File: config.mk
export PLATFORM = sky130hd
export DESIGN_NAME = beta_mc_seq
export DESIGN_NICKNAME = d
export VERILOG_FILES = /design/src/rtl/beta_mc_seq.sv
export SDC_FILE = /design/constraint.sdc
export NUM_CORES = 1
export LEC_CHECK = 0
export ABC_AREA = 0
export BUFFER_PORTS_ARGS = -buffer_cell sky130_fd_sc_hd__buf_2
export CORE_AREA = 8 8 77 79
export CTS_BUF_LIST = sky130_fd_sc_hd__clkbuf_8
export DETAILED_ROUTE_END_ITERATION = 16
export DIE_AREA = 0 0 85 87
export PLACE_DENSITY = 0.54
export SETUP_SLACK_MARGIN = 0.02
export SYNTH_ARGS = -nofsm -noshare
export SYNTH_HDL_FRONTEND = slang
export SYNTH_SLANG_ARGS = --single-unit
File: constraint.sdc
create_clock -name clk -period 1.93 [get_ports clk]
set_input_delay 0.193 -clock clk [delete_from_list [all_inputs] [get_ports clk]]
set_output_delay 0.193 -clock clk [all_outputs]
set_load 0.05 [all_outputs]
File: src/rtl/beta_mc_seq.sv
// Multicycle sequencer for the Beta datapath: steps FETCH/DECODE/EXEC/MEM/WB,
// arbitrates the single memory port, enforces an ack timeout and counts retired instructions.
module beta_mc_seq #(
  parameter int TIMEOUT = 16,
  parameter int CNT_W   = 16
) (
  input  logic             clk,
  input  logic             reset,
  input  logic             run,
  input  logic             dec_reg_write,
  input  logic             dec_mem_read,
  input  logic             dec_mem_write,
  input  logic             dec_illegal,
  input  logic             mem_ack,
  output logic             mem_req,
  output logic             mem_we,
  output logic             mem_sel,
  output logic             ir_en,
  output logic             pc_en,
  output logic             alu_out_en,
  output logic             mdr_en,
  output logic             reg_we,
  output logic             retire,
  output logic             busy,
  output logic             fault,
  output logic [2:0]       state,
  output logic [CNT_W-1:0] instr_count
);

  typedef enum logic [2:0] {
    IDLE   = 3'd0,
    FETCH  = 3'd1,
    DECODE = 3'd2,
    EXEC   = 3'd3,
    MEM    = 3'd4,
    WB     = 3'd5,
    FAULT  = 3'd6
  } stateT;

  localparam int WAIT_W = $clog2(TIMEOUT + 1);
  localparam logic [WAIT_W-1:0] WAIT_LAST = WAIT_W'(TIMEOUT - 1);

  stateT             curState;
  logic [WAIT_W-1:0] waitCnt;
  logic              memAccess;
  logic              endState;

  assign memAccess = dec_mem_read | dec_mem_write;
  assign state     = curState;

  assign mem_req    = (curState == FETCH) || (curState == MEM);
  assign mem_sel    = (curState == MEM);
  assign mem_we     = (curState == MEM) && dec_mem_write;
  assign alu_out_en = (curState == EXEC);
  assign reg_we     = (curState == WB);
  assign busy       = (curState != IDLE) && (curState != FAULT);
  assign fault      = (curState == FAULT);
  assign ir_en      = (curState == FETCH) && mem_ack;
  assign pc_en      = (curState == FETCH) && mem_ack;
  assign mdr_en     = (curState == MEM) && mem_ack && dec_mem_read;

  // An instruction ends in WB, in EXEC when nothing is written, or on the ack of a store.
  assign retire = (curState == WB)
               || ((curState == EXEC) && !memAccess && !dec_reg_write)
               || ((curState == MEM) && mem_ack && !dec_mem_read);

  assign endState = retire;

  // The wait counter only advances while a request waits; every other cycle clears it,
  // so it is already zero on entry to FETCH or MEM.
  always_ff @(posedge clk) begin
    if (!reset) begin
      curState    <= IDLE;
      waitCnt     <= '0;
      instr_count <= '0;
    end else begin
      waitCnt <= '0;
      if (endState) instr_count <= instr_count + 1'b1;
      case (curState)
        IDLE: begin
          if (run) curState <= FETCH;
        end
        FETCH, MEM: begin
          if (mem_ack) begin
            if (curState == FETCH)  curState <= DECODE;
            else if (dec_mem_read)  curState <= WB;
            else                    curState <= run ? FETCH : IDLE;
          end else if (waitCnt == WAIT_LAST) begin
            curState <= FAULT;
          end else begin
            waitCnt <= waitCnt + 1'b1;
          end
        end
        DECODE: begin
          if (dec_illegal || (dec_mem_read && dec_mem_write)) curState <= FAULT;
          else                                                curState <= EXEC;
        end
        EXEC: begin
          if (memAccess)          curState <= MEM;
          else if (dec_reg_write) curState <= WB;
          else                    curState <= run ? FETCH : IDLE;
        end
        WB: begin
          curState <= run ? FETCH : IDLE;
        end
        FAULT: begin
          curState <= FAULT;
        end
        default: begin
          curState <= FAULT;
        end
      endcase
    end
  end

endmodule

==> reports/metrics.cfg, run 1 <==
[power]
p_sw_share_pct=35.0
combPwrFrac_pct=29.1
p_switching_mw=0.430
ir_drop_v=0.000199
p_clk_share_pct=27.6
power.density_nw_per_um2=643
intPower_mw=0.798
p_leak_nw=0.821
seqPwrFrac_pct=43.3

[timing]
holdWs_ns=0.319
fmax_mhz=540
grt_setup_unrepaired=false
setup_violations=0
fin_worst_skew_ns=0.00136
worstMarginPinSlew_ns=0.417
finalHoldViolations=0
relSlewSlack_pct=72.1
period_needed_ns=1.85
fin_crit_sh_pct=96.0
finalMaxSlewViolations=0

[yosys]
netlist_area_um2=1600
synth-seq-area-share_pct=30.1
synth_common_cells=dfxtp_1 (24), nand2_1 (20), a21oi_1 (13), mux2i_1 (13), nand2b_1 (11)
synth_nets=190
synth_cells=179
synth_top_area_share_pct=30.1
synth_area_leaders=dfxtp_1 (30%), mux2i_1 (8.2%), a2111oi_4 (5.2%)
syn_area_per_cell_um2=8.91
synth_ff_type=dfxtp_1
ys_types=51
yosys_warnings=0
yosysMostFrequentCell=dfxtp_1
synthArstFlopShare_pct=0
ys_ff_latch=24
synth_top_area_cell=dfxtp_1
synth-edff-count=0

[floorplan]
fp.dieArea_um2=7400
start_util_pct=32.9
num_rows=26
die_y_um=87
ios=38
die_w_um=85
core_area_um2=4850

[cts]
cts.sinks=24
clkLatencyLatePin_ns=0.26
postCtsHoldBufs=0
tritoncts.num_buffers=3
cts_root_buf=clkbuf_8
clk_pin_slew_ns=0.08
cts_setup_buffers=0
cts_buffer_depth=2
cts_tree=yes
cts-htree-levels=1

[detailed_routing]
drtIter0Drc=101
wire_per_inst_um=13.8
route.met2.wl_mm=1.64
antenna_left=0
top_layer_used=met4
drc=0
wl_met3_um=191
first_pass_iters=4
drt_wl_total_mm=3.77
avgViaCountPerCell=5.07
m1WireLength_mm=1.87
via_count=1379

[placement]
place_congestion=0.745
numPortBuffers=37
dp_hpwl_mm=2.81

[status]
status=finished, final reports clean

[critical_path]
cp.arrival_ns=2.06
crit_type=flip-flop to flip-flop
required_ns=2.14
worst_setup_path_start_kind=flip-flop
end_kind=flip-flop
crit_path_max_fanout=4

[layout]
drive_gt1_share_pct=34.7
multiInputGateArea_um2=1040
antenna_cells=0
final_core_util_pct=39.4
nFillCells=503
finalNetCount=228
area_delta_synth_final_pct=19.8
final-seq-area_um2=483

[hold_path]
worst_hold_path_type=input pin to flip-flop

[global_routing]
grt_usage_pct=10.5
grt_max_degree=17
grt_pass1_wl_mm=6.51
antenna_found_initial=0
overflow=0
grt_pass1_vias=1361

[job]
cap_violations=0

-- layout make-up --
cell class                      count  area share (%)
Tap cell                           56            3.67
Clock buffer                        4            2.88
Sequential cell                    24            25.3
Multi-Input combinational cell    138            54.5
Inverter                            7            1.64
Timing Repair Buffer               43            12.0
-- what timing repair did --
action                                  4_1_cts  5_1_grt
endpoints found under the setup margin        1        1
hold endpoints to repair                      0        0
resized for setup                             1        2
-- stage by stage --
step | instance area, um^2 | power (mW) | setup slack (ns) | setup TNS [ns] | std cells
4_1_cts | 1910 | 1.24 | 0.0387 | 0 | 272
6_report | 1910 | 1.23 | 0.0780 | 0 | 272
3_3_place_gp | 1850 | 0.899 | 0.0909 | 0 | 268
2_1_floorplan | 1620 | 0.840 | -0.124 | -0.124 | 179
3_5_place_dp | 1850 | 0.900 | 0.0609 | 0 | 268
5_1_grt | 1910 | 1.30 | 0.0109 | 0 | 272
-- cell families (layout without fill, tap and decap cells) --
logic type,Yosys count,in the layout,share of synthesized area [%]
xor+xnor,3,3,1.65
simple gates,85,85,31.9
mux,13,13,8.16
compound gates,33,33,18.6
flops,24,24,30.1
fa+ha+maj,4,4,2.98
buf+inv,17,54,6.59
-- routing by layer --
layer  vias to the layer above  track usage (%)
met5                         -                0
met4                         0             3.88
met3                         5             2.36
met2                        28             16.8
met1                       637             13.5
li1                        709                -
-- worst max-delay path: stages, from the launching register on --
cell and delay, ns:
dfxtp_2 0.33, ha_1 0.21, and3_1 0.19, ha_2 0.18, or2_2 0.27, maj3_1 0.35, nor2_1 0.09, o221a_2 0.17
-- registers in the layout, indices dropped and copies added (netlist names) --
signal and count:
state 3, waitCnt 5, instr_count 16
-- cells in the final DEF, fill, tap and decap left out, types with 3 or more instances in the layout --
cell,synthesis,layout
a2111oi_4,3,3
a21oi_1,13,13
buf_2,2,37
buf_4,1,6
clkbuf_8,0,4
dfxtp_1,24,22
inv_1,6,6
mux2i_1,13,13
nand2_1,20,20
nand2b_1,11,11
nand3_1,10,10
nand4_1,5,5
nor2_1,10,9
nor2b_1,4,3
nor3_1,4,4
o21ai_0,4,4
-- worst paths after layout --
check             cells after the start  slack, ns         end        from
setup / recovery                      7       0.08    state[0]  waitCnt[0]
hold / removal                        2       0.32    state[0]       reset
setup reg to reg                      7       0.08    state[0]  waitCnt[0]
hold reg to reg                       1       0.42  waitCnt[0]  waitCnt[0]
-- power by group through the flow --
| stage | sequential, mW | clock [mW] | combinational (mW) |
|---|---|---|---|
| after CTS | 0.532 | 0.354 | 0.359 |
| after global placement | 0.543 | 0 | 0.356 |
| after detailed placement | 0.543 | 0 | 0.357 |
| final | 0.532 | 0.340 | 0.357 |
| after floorplan | 0.569 | 0 | 0.271 |
| after global routing | 0.536 | 0.381 | 0.380 |
(Power assumes the default switching activity.)
==> inputs of run 2 (changes only) <==
--- a/config.mk
+++ b/config.mk
@@ -6,9 +6,10 @@
 export NUM_CORES = 1
 export LEC_CHECK = 0
 export ABC_AREA = 0
-export BUFFER_PORTS_ARGS = -buffer_cell sky130_fd_sc_hd__buf_2
+export BUFFER_PORTS_ARGS = -buffer_cell sky130_fd_sc_hd__buf_4
 export CORE_AREA = 8 8 77 79
 export CTS_BUF_LIST = sky130_fd_sc_hd__clkbuf_8
+export CTS_CLUSTER_SIZE = 40
 export DETAILED_ROUTE_END_ITERATION = 16
 export DIE_AREA = 0 0 85 87
 export PLACE_DENSITY = 0.54
==> run 2 against run 1 <==
Effect of this change:
- register-to-register slack hardly changed
- wire length is 1.7% lower
- setup slack better by 0.0087 ns
- sequential cell count stayed put
- hold slack better by 0.00065 ns
- largest cell class unchanged
==> reports/metrics.cfg, run 2 (same netlist as run 1, synthesis figures left out) <==
[detailed_routing]
wire_per_inst_um=13.7
via_count=1374
avgViaCountPerCell=5.07
first_pass_iters=3
drtIter0Drc=108
antenna_left=0
drc=0
drt_wl_total_mm=3.70

[global_routing]
overflow=0
use_met2_pct=15.5
grt_use_met1_pct=13.8
grt_pass1_wl_mm=6.36
top_usage_layer=met2
met3_usage_pct=2.26
antenna_found_initial=0
grt_pass1_vias=1292
grt_max_degree=31
grt_usage_pct=10.3

[timing]
relSlewSlack_pct=74.2
finalSetupTns_ns=0
setup_violations=0
holdWs_ns=0.319
worstMarginPinSlew_ns=0.386
fin_crit_sh_pct=95.5
fmax_mhz=543
finalHoldViolations=0
fin_ws_ns=0.0867
period_needed_ns=1.84
fin_worst_skew_ns=0.00416
grt_setup_unrepaired=true
finalMaxSlewViolations=0

[cts]
clk_pin_slew_ns=0.08
clkLatencyLatePin_ns=0.27
cts_root_buf=clkbuf_8
postCtsHoldBufs=0
cts_setup_buffers=0
ctsResizeCount=0
cts_buffer_depth=2
cts-htree-levels=1
cts.sinks=24
cts_tree=yes
tritoncts.num_buffers=3

[power]
p_switching_mw=0.430
combPwrFrac_pct=31.0
seqPwrFrac_pct=44.5
intPower_mw=0.782
ir_drop_v=0.000194
p_clk_share_pct=24.6
p_sw_share_pct=35.5
power.density_nw_per_um2=609
total_power_mw=1.21
p_leak_nw=0.817

[status]
status=finished, final reports clean

[floorplan]
start_util_pct=32.9
ios=38
die_w_um=85
num_rows=26
die_y_um=87
fp.dieArea_um2=7400
core_area_um2=4850

[layout]
area_delta_synth_final_pct=24.7
mostFrequentLayoutCell=buf_4
nFillCells=494
finalNetCount=228
largest_reg_flops=16
drive_gt1_share_pct=34.4
final_core_util_pct=41.0
most-common-layout-cells=buf_4 (43), dfxtp_1 (22), nand2_1 (20)
regMostFlops=instr_count
antenna_cells=0
final-seq-area_um2=483
multiInputGateArea_um2=1040

[critical_path]
end_kind=flip-flop
cp_num_buf_inv=0
worst_setup_path_start_kind=flip-flop
cp_top_family=adder cells
crit_type=flip-flop to flip-flop
slowest_delay_ns=0.35
crit_chain=ha_2 > and3_1 > ha_1 > or2_2 > maj3_1 > nor2_1 > o221a_2
worst-r2r-setup-slack_ns=0.09
reg2reg_depth=7
r2r_end=state[0]
cp.arrival_ns=2.05
crit_path_max_fanout=4
r2r-start=waitCnt[0]
required_ns=2.14
slowest_stage=maj3_1

[hold_path]
holdPathStages=2
worst_hold_path_type=input pin to flip-flop
hp-start=reset
hold_end=state[1]

[placement]
dp_hpwl_mm=2.76
numPortBuffers=37
post-place-ws_ns=0.0611
place_congestion=0.706

[job]
cap_violations=0

==> run 2: metrics by stage <==
stage                     cell area [um^2]  cells
after global routing                  1990    271
after floorplan                       1620    179
after CTS                             1980    271
final                                 1990    271
after detailed placement              1940    268
after global placement                1940    268
==> run 2: worst max-delay path by stage <==
| stage | from | to | slack (ns) | depth (start not counted) |
|---|---|---|---|---|
| after global placement | waitCnt[0] | state[0] | 0.09 | 7 |
| after detailed placement | waitCnt[0] | state[0] | 0.06 | 7 |
| after floorplan | state[0] | pc_en | -0.12 | 4 |
| final | waitCnt[0] | state[0] | 0.09 | 7 |
| after global routing | waitCnt[0] | state[0] | 0.02 | 7 |
| after CTS | waitCnt[0] | state[0] | 0.04 | 7 |
==> run 2: metal layers <==
layer	share of wire, %	vias to the layer above
met2	43	24
met3	4.3	5
met4	1.6	0
li1	-	708
met1	51	637
met5	0	-
==> run 2: final cells by class <==
class | count | share of cell area, %
Timing Repair Buffer | 43 | 16.2
Tap cell | 56 | 3.52
Inverter | 7 | 1.57
Sequential cell | 24 | 24.3
Clock buffer | 3 | 2.08
Multi-Input combinational cell | 138 | 52.3
==> run 2: power groups by stage <==
stage / Combinational [mW] / Sequential, mW / Clock [mW]
2_1_floorplan: 0.271 / 0.569 / 0
3_3_place_gp: 0.379 / 0.550 / 0
3_5_place_dp: 0.378 / 0.550 / 0
4_1_cts: 0.379 / 0.538 / 0.308
5_1_grt: 0.402 / 0.542 / 0.330
6_report: 0.375 / 0.539 / 0.298
